`src/rtl/run_sequencer.sv`:
```
// Purpose : host-side job sequencer for the 9-bit-ISA core: load data memory, pulse core start, wait for done, unload results.
// Latency : load/unload write or read one byte per handshake with combinational memory access; START lasts START_CYCLES cycles.
// Backpres: in_ready is high for the whole LOAD phase; out_valid/out_data hold steady in UNLOAD until out_ready.
//
// Ports:
//   clk, reset (async, active-low)       -- clocking and reset
//   go                                   -- start a job from IDLE/DONE/ERR
//   in_valid/in_ready/in_data            -- input byte stream written to memory during LOAD
//   out_valid/out_ready/out_data         -- result byte stream read from memory during UNLOAD
//   mem_sel/mem_addr/mem_wr_en/          -- data-memory port (mem_sel=1: sequencer owns it)
//   mem_wr_data/mem_rd_data
//   core_start/core_done                 -- core reset/start control and completion level
//   busy/err/run_cycles                  -- job status, sticky timeout flag, saturating RUN cycle count
module run_sequencer #(
    parameter int LOAD_BASE    = 0,
    parameter int LOAD_LEN     = 64,
    parameter int UNLOAD_BASE  = 64,
    parameter int UNLOAD_LEN   = 64,
    parameter int START_CYCLES = 2,
    parameter int TIMEOUT      = 65535
) (
    input  logic        clk,
    input  logic        reset,
    input  logic        go,
    input  logic        in_valid,
    input  logic [7:0]  in_data,
    output logic        in_ready,
    output logic        out_valid,
    output logic [7:0]  out_data,
    input  logic        out_ready,
    output logic        mem_sel,
    output logic [7:0]  mem_addr,
    output logic        mem_wr_en,
    output logic [7:0]  mem_wr_data,
    input  logic [7:0]  mem_rd_data,
    output logic        core_start,
    input  logic        core_done,
    output logic        busy,
    output logic        err,
    output logic [15:0] run_cycles
);

    localparam logic [7:0]  LOAD_BASE_B   = 8'(LOAD_BASE);
    localparam logic [7:0]  UNLOAD_BASE_B = 8'(UNLOAD_BASE);
    localparam logic [8:0]  LOAD_LAST     = 9'(LOAD_LEN - 1);
    localparam logic [8:0]  UNLOAD_LAST   = 9'(UNLOAD_LEN - 1);
    localparam int          SCNT_W        = (START_CYCLES > 1) ? $clog2(START_CYCLES) : 1;
    localparam logic [SCNT_W-1:0] START_LAST = SCNT_W'(START_CYCLES - 1);
    localparam logic [15:0] TIMEOUT_V     = 16'(TIMEOUT);

    typedef enum logic [2:0] {
        S_IDLE,
        S_LOAD,
        S_START,
        S_RUN,
        S_UNLOAD,
        S_DONE,
        S_ERR
    } state_t;

    state_t             state_q, state_d;
    logic [8:0]         idx_q, idx_d;
    logic [SCNT_W-1:0]  scnt_q, scnt_d;
    logic [15:0]        run_cycles_q, run_cycles_d;
    logic               err_q, err_d;
    logic [15:0]        run_inc;

    always_ff @(posedge clk or negedge reset) begin
        if (!reset) begin
            state_q      <= S_IDLE;
            idx_q        <= '0;
            scnt_q       <= '0;
            run_cycles_q <= '0;
            err_q        <= 1'b0;
        end else begin
            state_q      <= state_d;
            idx_q        <= idx_d;
            scnt_q       <= scnt_d;
            run_cycles_q <= run_cycles_d;
            err_q        <= err_d;
        end
    end

    // Saturating increment so a long run never wraps the reported count.
    assign run_inc = (run_cycles_q == 16'hFFFF) ? run_cycles_q : run_cycles_q + 16'd1;

    always_comb begin
        state_d      = state_q;
        idx_d        = idx_q;
        scnt_d       = scnt_q;
        run_cycles_d = run_cycles_q;
        err_d        = err_q;

        in_ready     = 1'b0;
        out_valid    = 1'b0;
        out_data     = 8'h00;
        mem_sel      = 1'b1;
        mem_addr     = 8'h00;
        mem_wr_en    = 1'b0;
        mem_wr_data  = 8'h00;
        core_start   = 1'b1;    // core stays parked in reset unless running
        busy         = 1'b0;

        case (state_q)
            S_IDLE, S_DONE, S_ERR: begin
                if (go) begin
                    idx_d        = '0;
                    run_cycles_d = '0;
                    err_d        = 1'b0;
                    state_d      = S_LOAD;
                end
            end

            S_LOAD: begin
                busy        = 1'b1;
                in_ready    = 1'b1;
                mem_addr    = LOAD_BASE_B + idx_q[7:0];
                mem_wr_data = in_data;
                mem_wr_en   = in_valid;
                if (in_valid) begin
                    if (idx_q == LOAD_LAST) begin
                        idx_d   = '0;
                        scnt_d  = '0;
                        state_d = S_START;
                    end else begin
                        idx_d = idx_q + 9'd1;
                    end
                end
            end

            S_START: begin
                busy    = 1'b1;
                mem_sel = 1'b0;
                scnt_d  = scnt_q + 1'b1;
                if (scnt_q == START_LAST) begin
                    state_d = S_RUN;
                end
            end

            S_RUN: begin
                busy         = 1'b1;
                mem_sel      = 1'b0;
                core_start   = 1'b0;
                run_cycles_d = run_inc;
                // Done takes priority over a timeout landing in the same cycle.
                if (core_done) begin
                    idx_d   = '0;
                    state_d = S_UNLOAD;
                end else if (run_inc >= TIMEOUT_V) begin
                    err_d   = 1'b1;
                    state_d = S_ERR;
                end
            end

            S_UNLOAD: begin
                busy      = 1'b1;
                mem_addr  = UNLOAD_BASE_B + idx_q[7:0];
                out_valid = 1'b1;
                out_data  = mem_rd_data;
                if (out_ready) begin
                    idx_d = idx_q + 9'd1;
                    if (idx_q == UNLOAD_LAST) begin
                        state_d = S_DONE;
                    end
                end
            end

            default: begin
                state_d = S_IDLE;
            end
        endcase
    end

    assign err        = err_q;
    assign run_cycles = run_cycles_q;

endmodule

```
`config.mk`:
```
export PLATFORM = sky130hd
export DESIGN_NAME = run_sequencer
export DESIGN_NICKNAME = d
export VERILOG_FILES = /design/src/rtl/run_sequencer.sv
export SDC_FILE = /design/constraint.sdc
export NUM_CORES = 1
export LEC_CHECK = 0
export ABC_AREA = 1
export CAP_MARGIN = 30
export CORE_MARGIN = 10
export CORE_UTILIZATION = 51
export CTS_CLUSTER_DIAMETER = 150
export DETAILED_ROUTE_END_ITERATION = 8
export PLACE_DENSITY = 0.94
export SLEW_MARGIN = 10
export SYNTH_ARGS = -nofsm -noshare
export SYNTH_HDL_FRONTEND = slang
export SYNTH_SLANG_ARGS = --single-unit
```
`constraint.sdc`:
```
create_clock -name clk -period 4.3 [get_ports clk]
set_input_delay 0.86 -clock clk [delete_from_list [all_inputs] [get_ports clk]]
set_output_delay 0.86 -clock clk [all_outputs]
set_load 0.005 [all_outputs]
```
# Word-level counts from Yosys, hierarchy flattened
# Cells that the tools add are included.
dict set report op_classes {
  n_addsub 4
  magnitude_cmp 1
  n_eq_ne 18
  muxes 34
  reduce_logical 12
}
# cell count
set ops {}
lappend ops {{9-bit 2-to-1 mux} 5}
lappend ops {{9-bit one-hot mux with 4 select lines} 1}
lappend ops {{16-bit 2-to-1 mux} 2}
lappend ops {{16-bit one-hot mux with 2 select lines} 1}
lappend ops {{3-bit 2-to-1 mux} 8}
lappend ops {{2-bit inequality test (second input constant)} 9}
lappend ops {{16-bit by 1-bit adder with 16-bit output (second input constant)} 1}
lappend ops {{16-bit == test (second input constant)} 1}
lappend ops {{16-bit greater-or-equal comparator (second input constant)} 1}
lappend ops {{8-bit 2-to-1 mux} 2}
lappend ops {{8-bit one-hot mux with 2 select lines} 1}
lappend ops {{3-bit one-hot mux with 5 select lines} 1}
lappend ops {{1-bit 2-to-1 mux} 11}
lappend ops {{9-bit by 1-bit adder with 9-bit output (second input constant)} 1}
lappend ops {{3-bit == test (second input constant)} 3}
lappend ops {{9-bit by 6-bit == test with 1-bit output (second input constant)} 1}
lappend ops {{7-bit by 8-bit adder with 8-bit output (first input constant)} 1}
lappend ops {{7-bit AND reduction} 1}
lappend ops {{3-bit by 2-bit == test with 1-bit output (second input constant)} 2}
lappend ops {{5-bit AND reduction} 1}
lappend ops {{1-bit one-hot mux with 2 select lines} 2}
lappend ops {{4-bit AND reduction} 1}
lappend ops {{2-bit nonzero test} 2}
lappend ops {{4-bit nonzero test} 1}
lappend ops {{9 further kinds} 9}
dict set report totals {
  ff_bits 30
  input_bits 22
  out_inout_bits 47
  elab_cells 74
}

# Logic depth before layout (Yosys ltp)
dict set report depth {
  ltp_word 6
  depth_mapped 15
  mapped_depth_nobuf 15
}

# Worst setup path after synthesis
# No wires, ideal clock.
dict set report synth_timing {
  kind {reg2out}
  start {reg state_q[1]}
  end {out mem_addr[7]}
  arrival_ns 1.190
  t_required_ns 3.440
  slack_ns 2.250
  path_stages_with_launch 5
  n_path_buf 1
  path_cell_list {dfrtp_1 nor3_2 inv_1 clkbuf_1 o21ai_0}
}
dict set report synth_between {
  elab_chain_len 2
  elab_cells_between_ends 3
  cone_classes {eq/ne: 2; mux: 1}
}
# element line_no
set synth_rtl {}
lappend synth_rtl {{start, declared} 61} ;# state_t state_q, state_d;
lappend synth_rtl {{start signal, assigned} 76} ;# state_q <= state_d;
lappend synth_rtl {{3-bit == test / 3-bit by 1-bit == test with 1-bit output (equally long branches)} 104} ;# case (state_q)
lappend synth_rtl {{8-bit one-hot mux with 2 select lines *} 104}
lappend synth_rtl {{end, declared} 32} ;# output logic [7:0] mem_addr,
# Mark *: on every way between the ends. The rest lies on a longest branch, timed or not.

# Final worst setup path
dict set report layout_timing {
  start {reg state_q[1]}
  end {out mem_addr[3]}
}
# The elaborated chain is that of the path after synthesis.

==> metrics.txt <==
r2r worst-path depth 13; most frequent cells in the layout 71 x nand2_1, 68 x clkdlybuf4s50_1, 59 x inv_1; number of DRC markers in iteration 0 around 210; commonest non-fill, non-tap cell in the layout nand2_1; CTS Root Buffer Type clkbuf_8; fin crit share a little over two thirds; Die Area 0.00747 mm²; clock sink total 30; Clock Pin Slew Worst Setup and Hold Paths about 0.060 ns; placer congestion estimate 0.898; DR WL/cell between 10 and 15 µm; skew final 0.00645 ns; CTS tree done; largest net degree at the start of global routing 31; design area around 0.0031 mm²; Leak ~1.4 nW; Worst path most repeated cell inv_1; final setup fails 0; CP Cell Sequence nor3_2 > inv_1 > nand2_1 > inv_1 > nor2_1 > clkdlybuf4s50_1; first-pass GRT wire length around 11000 µm; placed cell areas around 0.0030 mm²; total CTS buffers 5; CP Capture Type output pin; CP Launch Type flip-flop; crit path to mem_addr[3]; Clock Latency Late Sink 0.29 ns; DR WL met3 between 700 and 800 µm; hold buffers post-CTS 0; buffers plus inverters on the worst setup path 3; syn avg cell area around 6.5 µm²; dominant cell type by area after synthesis dfrtp_1; yosys warns 0; Hold Path Class flip-flop to flip-flop; DP HPWL 5100 µm; Synth cell types 31; antenna violations before repair 0; post-synth top area share 33.4%; critical path's slowest cell clkdlybuf4s50_1; Worst Path Required 3.44 ns; Seq cells post-synth 30; Slew Limit Fails 0; synthesized instance count around 350; Cell Rows 24; Worst path max stage delay between 0.5 and 0.6 ns; CTS max path bufs 2; top cells by area, synth dfrtp_1 33%, nand2_1 12%, inv_1 9.8%, nand3_1 8.7%, nor2_1 7.8%; DIE HEIGHT around 86 µm; Crit. Startpoint state_q[1]; CP max FO 13; pwr dens between 400 and 500 mW/mm²; starting density of the core approximately 52%; layout cells sized above 1 between 8 and 9%; synthesized area roughly 0.0022 mm²; worst slew pin tran 0.524 ns; Layout area overhead 36.0%; final-report hold violation count 0; r2r setup slk between 2 and 2.5 ns; Crit Path Class flip-flop to output pin; f_max roughly 330 MHz; Port Buffer Count a little under 70; Die Span X 86.4 µm; Total Routing Usage GR 17.8%; critical path arrival between 2 and 2.5 ns; CP Depth 6; launching point of the worst reg2reg path state_q[0]; Peak VDD IR about 0.00030 V; Sum Neg Setup Slack 0 ns; ANT cells 0; vias in the first global route 2486; Boundary Pins 69; RSZ-0062 raised after global routing false; number of H-tree levels 2; drt via density approximately 5.4; post-CTS resize count 0; register area share after synthesis between 30 and 40%; top sig layer met4; nets about 440; core box area 0.00432 mm²; Top delay family on crit path buffers and inverters; post-layout min period 3.03 ns; DR WL met2 between 3000 and 4000 µm; max_cap viols 0; Rel. slew slack 65.0%; DRC 0; total number of vias roughly 2500; Post-Syn Nets 372; status finished clean; RR Endpoint idx_q[8]; drt total wl between 6000 and 7000 µm; Initial DRT Pass Iterations 5; ANT nets after route 0; met1 WL roughly 2600 µm; setup bufs post-CTS 0; GRT overflow 0
## flip-flops by register name (all words and copies together) (netlist names)
signal      cells
idx_q           9
err             1
scnt_q          1
state_q         3
run_cycles     16
## area by class of cell
cell class	count	area, µm²
clock inverters	1	5.00
repair buffers	69	688
well taps	52	65.1
clock buffers	7	86.3
fillers	361	1260
flip-flops and latches	30	751
inverters	64	244
multi-input cells	245	1220
## per-stage QoR
stage               utilization [%]  hold WS (ns)  worst slack, ns  total power [W]  instances
CTS                            70.8         0.501             1.26          0.00123        468
global placement               68.7         0.469             1.46         0.000970        460
detailed placement             68.7         0.488             1.44         0.000990        460
finish                         70.8         0.499             1.27          0.00123        468
floorplan                         -         0.448             2.25         0.000727        346
global route                   70.8         0.520             1.12          0.00132        468
## power by group
group          switching, W  total [W]  internal, W
clock              0.000110   0.000239     0.000129
sequential        0.0000495   0.000369     0.000319
combinational      0.000373   0.000619     0.000246
total              0.000533    0.00123     0.000694
## cell usage after synthesis
cell,count
nand3_1,39
inv_4,1
dfrtp_1,30
nand2_2,9
o22ai_1,2
nand3_4,1
nand4_1,8
clkbuf_1,6
nor2_1,47
a211oi_1,1
o21ai_0,28
nor3_2,2
xor2_1,3
inv_1,59
a31o_2,1
clkinv_2,1
nor3_1,2
ha_1,4
nor3b_2,1
a31oi_1,1
o21bai_1,3
nor2_2,5
o31ai_1,1
nor2_4,3
o21ai_1,2
clkinv_1,1
buf_6,1
nand2_1,71
a21oi_1,9
nor3b_1,2
inv_2,2
## per-layer routing
| layer | GRT usage [%] | vias up |
|---|---|---|
| met1 | 19.2 | 1158 |
| met3 | 8.44 | 14 |
| met5 | 0 | - |
| met2 | 30.2 | 120 |
| li1 | - | 1236 |
| met4 | 5.60 | 0 |
## kinds of logic (layout without fill, tap and decap cells)
kind of cell | after synthesis | count (layout) | share of synthesized area (%)
simple gates | 190 | 190 | 39.3
flops | 30 | 30 | 33.4
compound gates | 48 | 48 | 11.6
buf+inv | 71 | 141 | 12.3
fa+ha+maj | 4 | 4 | 2.22
xor+xnor | 3 | 3 | 1.17
## worst min-delay path by stage
stage | endpoint | cells past startpoint | start
6_report | scnt_q | 1 | scnt_q
5_1_grt | scnt_q | 1 | scnt_q
4_1_cts | scnt_q | 1 | scnt_q
3_5_place_dp | scnt_q | 1 | scnt_q
3_3_place_gp | idx_q[2] | 1 | idx_q[2]
2_1_floorplan | idx_q[2] | 1 | idx_q[2]
(Power assumes the default switching activity.)
